`src/rtl/mips_core_pkg.sv`:
```
// Shared core types: the instruction-queue entry format and its default depth.
package mips_core_pkg;

   localparam int INST_Q_DEPTH = 8;

   typedef struct packed {
      logic [31:0] pc;
      logic [31:0] inst;
   } inst_q_entry;

endpackage

```
`src/rtl/inst_q_storage.sv`:
```
// DEPTH x inst_q_entry array: one synchronous write port and one asynchronous read port.
module inst_q_storage
   import mips_core_pkg::*;
#(
   parameter int DEPTH = INST_Q_DEPTH
) (
   input  logic                     clk,
   input  logic                     i_we,
   input  logic [$clog2(DEPTH)-1:0] i_waddr,
   input  inst_q_entry              i_wdata,
   input  logic [$clog2(DEPTH)-1:0] i_raddr,
   output inst_q_entry              o_rdata
);

   // Contents are never reset; occupancy alone decides which slots are meaningful.
   inst_q_entry r_mem [DEPTH];

   always_ff @(posedge clk) begin
      if (i_we) begin
         r_mem[i_waddr] <= i_wdata;
      end
   end

   assign o_rdata = r_mem[i_raddr];

endmodule

```
`src/rtl/inst_queue.sv`:
```
// Fetch-to-decode instruction queue: circular buffer with flush, occupancy count and full flags.
module inst_queue
   import mips_core_pkg::*;
#(
   parameter int DEPTH     = INST_Q_DEPTH,
   parameter int AFULL_LVL = DEPTH - 2
) (
   input  logic                   clk,
   input  logic                   rst,
   input  logic                   flush,
   input  logic                   enq_valid,
   input  logic [31:0]            enq_pc,
   input  logic [31:0]            enq_inst,
   output logic                   full,
   output logic                   almost_full,
   input  logic                   deq_ready,
   output logic                   deq_valid,
   output logic [31:0]            deq_pc,
   output logic [31:0]            deq_inst,
   output logic [$clog2(DEPTH):0] count
);

   localparam int PW = $clog2(DEPTH);
   localparam int CW = PW + 1;
   localparam logic [CW-1:0] DEPTH_C = CW'(DEPTH);
   localparam logic [CW-1:0] AFULL_C = CW'(AFULL_LVL);

   logic [PW-1:0] r_wr_ptr;
   logic [PW-1:0] r_rd_ptr;
   logic [CW-1:0] r_count;
   logic          w_enq;
   logic          w_deq;
   inst_q_entry   w_wdata;
   inst_q_entry   w_rdata;

   // Flags depend only on registered occupancy so fetch stall has no path from decode.
   assign full        = (r_count == DEPTH_C);
   assign almost_full = (r_count >= AFULL_C);
   assign count       = r_count;

   assign deq_valid = (r_count != '0) & ~flush;
   assign deq_pc    = deq_valid ? w_rdata.pc   : '0;
   assign deq_inst  = deq_valid ? w_rdata.inst : '0;

   assign w_enq   = enq_valid & ~full & ~flush;
   assign w_deq   = deq_valid & deq_ready;
   assign w_wdata = '{pc: enq_pc, inst: enq_inst};

   inst_q_storage #(
      .DEPTH (DEPTH)
   ) u_storage (
      .clk     (clk),
      .i_we    (w_enq),
      .i_waddr (r_wr_ptr),
      .i_wdata (w_wdata),
      .i_raddr (r_rd_ptr),
      .o_rdata (w_rdata)
   );

   // Pointers wrap by natural overflow since DEPTH is a power of two.
   always_ff @(posedge clk or posedge rst) begin
      if (rst) begin
         r_wr_ptr <= '0;
         r_rd_ptr <= '0;
         r_count  <= '0;
      end else if (flush) begin
         r_wr_ptr <= '0;
         r_rd_ptr <= '0;
         r_count  <= '0;
      end else begin
         if (w_enq) begin
            r_wr_ptr <= r_wr_ptr + 1'b1;
         end
         if (w_deq) begin
            r_rd_ptr <= r_rd_ptr + 1'b1;
         end
         case ({w_enq, w_deq})
            2'b10:   r_count <= r_count + 1'b1;
            2'b01:   r_count <= r_count - 1'b1;
            default: r_count <= r_count;
         endcase
      end
   end

endmodule
```
`config.mk`:
```
export PLATFORM = sky130hd
export DESIGN_NAME = inst_queue
export DESIGN_NICKNAME = d
export VERILOG_FILES = /design/src/rtl/mips_core_pkg.sv /design/src/rtl/inst_q_storage.sv /design/src/rtl/inst_queue.sv
export SDC_FILE = /design/constraint.sdc
export NUM_CORES = 1
export LEC_CHECK = 0
export CAP_MARGIN = 10
export CORE_UTILIZATION = 45
export CTS_CLUSTER_SIZE = 14
export DETAILED_ROUTE_END_ITERATION = 10
export PLACE_DENSITY_LB_ADDON = 0.12
export SETUP_SLACK_MARGIN = 0.15
export SYNTH_ARGS = -nofsm -noshare
export SYNTH_HDL_FRONTEND = slang
export SYNTH_HIERARCHICAL = 1
export SYNTH_SLANG_ARGS = --single-unit
```
`constraint.sdc`:
```
create_clock -name clk -period 6.92 [get_ports clk]
set_input_delay 0.692 -clock clk [delete_from_list [all_inputs] [get_ports clk]]
set_output_delay 0.692 -clock clk [all_outputs]
set_load 0.03 [all_outputs]
```
; ---- Yosys cells after proc, flatten, opt, wreduce, memory -nomap -nowiden
; Memories as Yosys holds them, arrays and structs flattened.
; Index checks and enable logic that the tools add are counted.
[totals]
mem_bits_rw = 512
mem_count = 1
out_inout_bits = 71
word_cells = 32
in_bits = 69
register_bits = 10
[op_classes]
order_cmp = 1
n_eq_ne = 3
mux = 10
addsub = 4
bitwise_logic = 6
n_reduce_logical = 4
[memory_table]
columns = name, depth, width, rd, rd_ports_with_merged_regs, wr, line
row1 = u_storage.r_mem, 8, 64, 1, 0, 1, inst_q_storage.sv:16  ; inst_q_entry r_mem [DEPTH];
[ops]
columns = cell, count
row1 = 2-to-1 mux 32 bit, 2
row2 = 2-to-1 mux 3 bit, 4
row3 = one-hot mux 4 bit (2 select lines), 1
row4 = "adder 3 x 1 -> 3 bit, second input constant", 2
row5 = "adder 4 x 1 -> 4 bit, second input constant", 1
row6 = AND 1 bit, 4
row7 = "== test 4 bit, second input constant", 1
row8 = ">= comparator 4 x 3 -> 1 bit, second input constant", 1
row9 = 2-to-1 mux 4 bit, 1
row10 = nonzero test 2 bit, 2
row11 = nonzero test 4 bit, 1
row12 = "subtractor 4 x 1 -> 4 bit, second input constant", 1
row13 = nonzero test 3 bit, 1
row14 = "== test 2 x 1 -> 1 bit, second input constant", 1
row15 = "== test 2 bit, second input constant", 1
row16 = 2-to-1 mux 1 bit, 2
row17 = NOT 1 bit, 2

; ---- Depth between registers and ports, before layout
[logic_depth]
word_depth = 7
ltp_mapped = 8
mapped_depth_nobuf = 7

; ---- Hierarchy
; Netlist, hierarchy kept.
[modules_own_cells]
columns = module, instances, area_each_um2, seq_area_each_um2, cells_per_inst
row1 = inst_q_storage, 1, 19266.0, 15374.7, 752
row2 = inst_queue, 1, 1132.3, 250.2, 142

; ---- Least setup slack after synthesis
; OpenSTA, ideal clock, no wires.
[synth_timing]
kind = reg2reg
startpoint = reg r_count[0], in the netlist count[0]
endpoint = mem u_storage/r_mem[0][0] (netlist bit) (enable)
arrival_ps = 5613
path_buffers = 1
setup_slack_ps = 742
stages_incl_launch_ff = 7
setup_time_ps = 565
cell_sequence = dfrtp_1 > or4b_1 > buf_6 > nand2_1 > nor2_1 > nand2b_1 > nor3_1
[synth_via]
elab_chain_cells = 6
[synth_rtl]
columns = element, line
row1 = "start, declared", inst_queue.sv:30  ; logic [CW-1:0] r_count;
row2 = "start signal, assigned", inst_queue.sv:78  ; 2'b10: r_count <= r_count + 1'b1;
row3 = "start signal, assigned", inst_queue.sv:79  ; 2'b01: r_count <= r_count - 1'b1;
row4 = "start signal, assigned", inst_queue.sv:80  ; default: r_count <= r_count;
row5 = == test 4 bit, inst_queue.sv:37  ; assign full = (r_count == DEPTH_C);
row6 = NOT 1 bit, inst_queue.sv:45  ; assign w_enq = enq_valid & ~full & ~flush;
row7 = AND 1 bit (2 in a row), inst_queue.sv:45
row8 = named net w_enq, inst_queue.sv:31  ; logic w_enq;
row9 = 2-to-1 mux 1 bit, inst_q_storage.sv:19  ; if (i_we) begin
row10 = 2-to-1 mux 1 bit (implied by the code), inst_q_storage.sv:20  ; r_mem[i_waddr] <= i_wdata;
row11 = "end, declared", inst_q_storage.sv:16
; The timed path passes the listed nets, and every way through them passes these cells.

==> out/qor.csv <==
metric,value,unit
status,completed,
Util after Layout,54.3,%
Inserted Diodes,0,
H-tree levels,2,
# rows,77,
Max Cap Viol,0,
worst skew pair latency,0.59,ns
Crit path required time,6.23,ns
drt wl/cell,23.5,microns
total CTS buffers,54,
Tcrit/Tclk final,67.2,%
Die Width,215,microns
Post-Syn Area,0.0204,sq mm
io pins,140,
first-pass GRT wire length,60.5,mm
post-CTS sizing,0,
TritonCTS clock tree,done,
GRT overflow,0,
fmax,215,MHz
cell breakdown of the critical path,"buf_4, mux4_2, mux2_2, and2_1, clkdlybuf4s50_1",
hpwl dp,20.6,mm
pins over their slew limit,0,
Post-layout nets,1139,
switching share of power,23.0,%
Period minus WS final,4.65,ns
worst-path maximum fanout,50,
final hold slack,0.396,ns
vias in the first global route,9797,
initial core utilization,45.8,%
DR vias/cell,5.41,
Core Box Area,0.0445,sq mm
Detailed Route WL,40.0,mm
port bufs,139,
"commonest non-fill, non-tap cell in the layout",edfxtp_1,
Final WS setup,2.27,ns
"Clk pin slew, worst setup/hold paths",0.06,ns
Slew HR,20.5,%
flop and latch count out of synthesis,522,
pwr/cell area,302,mW/mm^2
GP Congestion,0.707,
hold crit path type,in2async,
GRT Util Overall,17.7,%
CP max stage delay,1.11,ns
CP Launch Type,flip-flop,
YS warnings,6,
"Hold Violations, Final",0,
via count,9194,
net count after synthesis,968,
Power Internal,5630,uW
initial antenna violation count,2,
Starting DRT DRC Count,474,
setup TNS after final layout,0,ns
"commonest cells after routing, fill and taps aside","edfxtp_1, clkdlybuf4s50_1, mux4_2",
clock share of power,37.5,%
postcts setup bufs,0,
Final setup viols,0,
post-synth cell types,38,
Pre-Repair DR Iteration Count,5,
"setup slack, reg-to-reg",3.44,ns
DRC Markers,0,
Syn Inst Count,894,
die height,215,microns
Combinational Power Share,13.1,%
sequential share of the synthesized area,76.6,%
CP Capture Type,primary output,
mean area per synthesized cell,22.8,sq um
pre-CTS WS,2.73,ns
maximum buffer depth of the clock tree,3,
Worst path slowest cell,dfrtp_4,
Net Sw Power,1680,uW
cts hold-fix bufs,0,
Root Driver,clkbuf_16,
clock sink total,522,
CP arrival,3.96,ns
largest net degree at the start of global routing,115,
Routed Antenna Nets,0,
fin cells,1701,
critical path class,reg2out,
leak pwr,0.00748,uW
slew at the pin closest to its max-slew limit,1.19,ns
placed insts,1601,
skew final,0.0170,ns
full die area,0.0462,sq mm
Reg power frac,49.4,%
VDD IR-drop max,0.000217,V
fraction of layout cells with a size suffix above 1,27.1,%
RSZ-0062 raised after global routing,false,
Synth-to-Final Area Change,18.5,%
==> sequential cells by signal (all words and copies together), names as in the netlist <==
register / cells
r_wr_ptr: 3
u_storage/r_mem: 512
count: 4
r_rd_ptr: 3
==> per-layer routing <==
layer / vias to the layer above / track usage, % / wire length [microns]
met4: 4 / 5.38 / 799
met2: 184 / 29.4 / 19800
met5: - / 0 / 33
met1: 4888 / 24.2 / 17800
met3: 62 / 3.00 / 1590
li1: 4056 / - / -
==> power by group through the flow <==
stage / combinational (uW) / clock (uW) / sequential [uW]
detailed placement: 975 / 0 / 3680
global route: 1020 / 2920 / 3620
finish: 955 / 2740 / 3610
floorplan: 690 / 0 / 3640
global placement: 972 / 0 / 3680
CTS: 979 / 2810 / 3620
==> metrics by stage <==
step                      instance area, sq um  total power (uW)
after floorplan                          20400              4330
after global placement                   22500              4650
after detailed placement                 22500              4660
after CTS                                24200              7410
after global routing                     24200              7570
final                                    24200              7310
==> worst paths after layout <==
| path | depth (start not counted) | from | to |
|---|---|---|---|
| worst max-delay path | 5 | r_rd_ptr[0]$_DFFE_PP0P_ | deq_pc[3] |
| worst min-delay path | 2 | rst | count[0]$_DFFE_PP0P_ |
| worst max register to register | 6 | count[1]$_DFFE_PP0P_ | u_storage/r_mem[6][1]$_DFFE_PP_ |
| worst min register to register | 2 | r_wr_ptr[2]$_DFFE_PP0P_ | r_wr_ptr[2]$_DFFE_PP0P_ |
| max in group asynchronous | 2 | rst | r_rd_ptr[1]$_DFFE_PP0P_ |
| min in group clk | 2 | r_wr_ptr[2]$_DFFE_PP0P_ | r_wr_ptr[2]$_DFFE_PP0P_ |
==> logic make-up after synthesis <==
kind of cell | share of synthesized area (%)
XOR/XNOR | 0.172
flip-flops | 76.6
multiplexers | 17.8
AND/OR/NAND/NOR | 3.09
adder cells (fa/ha/maj) | 0.344
AO/OA/AOI/OAI | 0.613
buffers and inverters | 1.42
==> Yosys cell counts <==
master | n | area (sq um)
buf_2 | 3 | 15.0
edfxtp_1 | 512 | 15400
nor2b_1 | 1 | 6.26
and3_1 | 1 | 6.26
o21a_1 | 2 | 15.0
buf_6 | 12 | 135
clkbuf_1 | 17 | 63.8
nor2_1 | 12 | 45.0
mux2i_1 | 2 | 20.0
inv_1 | 3 | 11.3
a21o_1 | 1 | 7.51
fa_1 | 1 | 20.0
mux4_2 | 128 | 2880
xor2_1 | 3 | 26.3
nor3_1 | 5 | 25.0
nor4_2 | 1 | 12.5
nor3_2 | 2 | 20.0
buf_1 | 9 | 33.8
a21oi_1 | 3 | 15.0
xnor2_1 | 1 | 8.76
dfrtp_1 | 10 | 250
or3b_1 | 1 | 8.76
a21boi_1 | 1 | 7.51
or4b_1 | 1 | 10.0
or4_1 | 1 | 7.51
and2_1 | 64 | 400
o21ai_1 | 2 | 10.0
clkinv_4 | 1 | 8.76
a22o_1 | 1 | 8.76
nand2b_1 | 6 | 37.5
ha_1 | 4 | 50.1
mux2_2 | 64 | 721
a211oi_4 | 2 | 40.0
buf_4 | 3 | 22.5
nand2_1 | 8 | 30.0
a211oi_2 | 1 | 12.5
a21oi_2 | 1 | 8.76
nand3_1 | 4 | 20.0
==> layout make-up <==
class                           count  area (sq um)
Clock buffer                       71          1440
Clock inverter                     29           233
Fill cell                        3492         20300
Inverter                            4          20.0
Multi-Input combinational cell    324          4550
Sequential cell                   522         15600
Tap cell                          592           741
Timing Repair Buffer              159          1570
==> critical path, delay by kind of cell, from the launching register on <==
kind | cells | cell delay [ns]
buffers and inverters | 2 | 1.20
flip-flops | 1 | 1.11
multiplexers | 2 | 0.88
AND/OR/NAND/NOR | 1 | 0.14
Power figures use the tool's default switching activity.
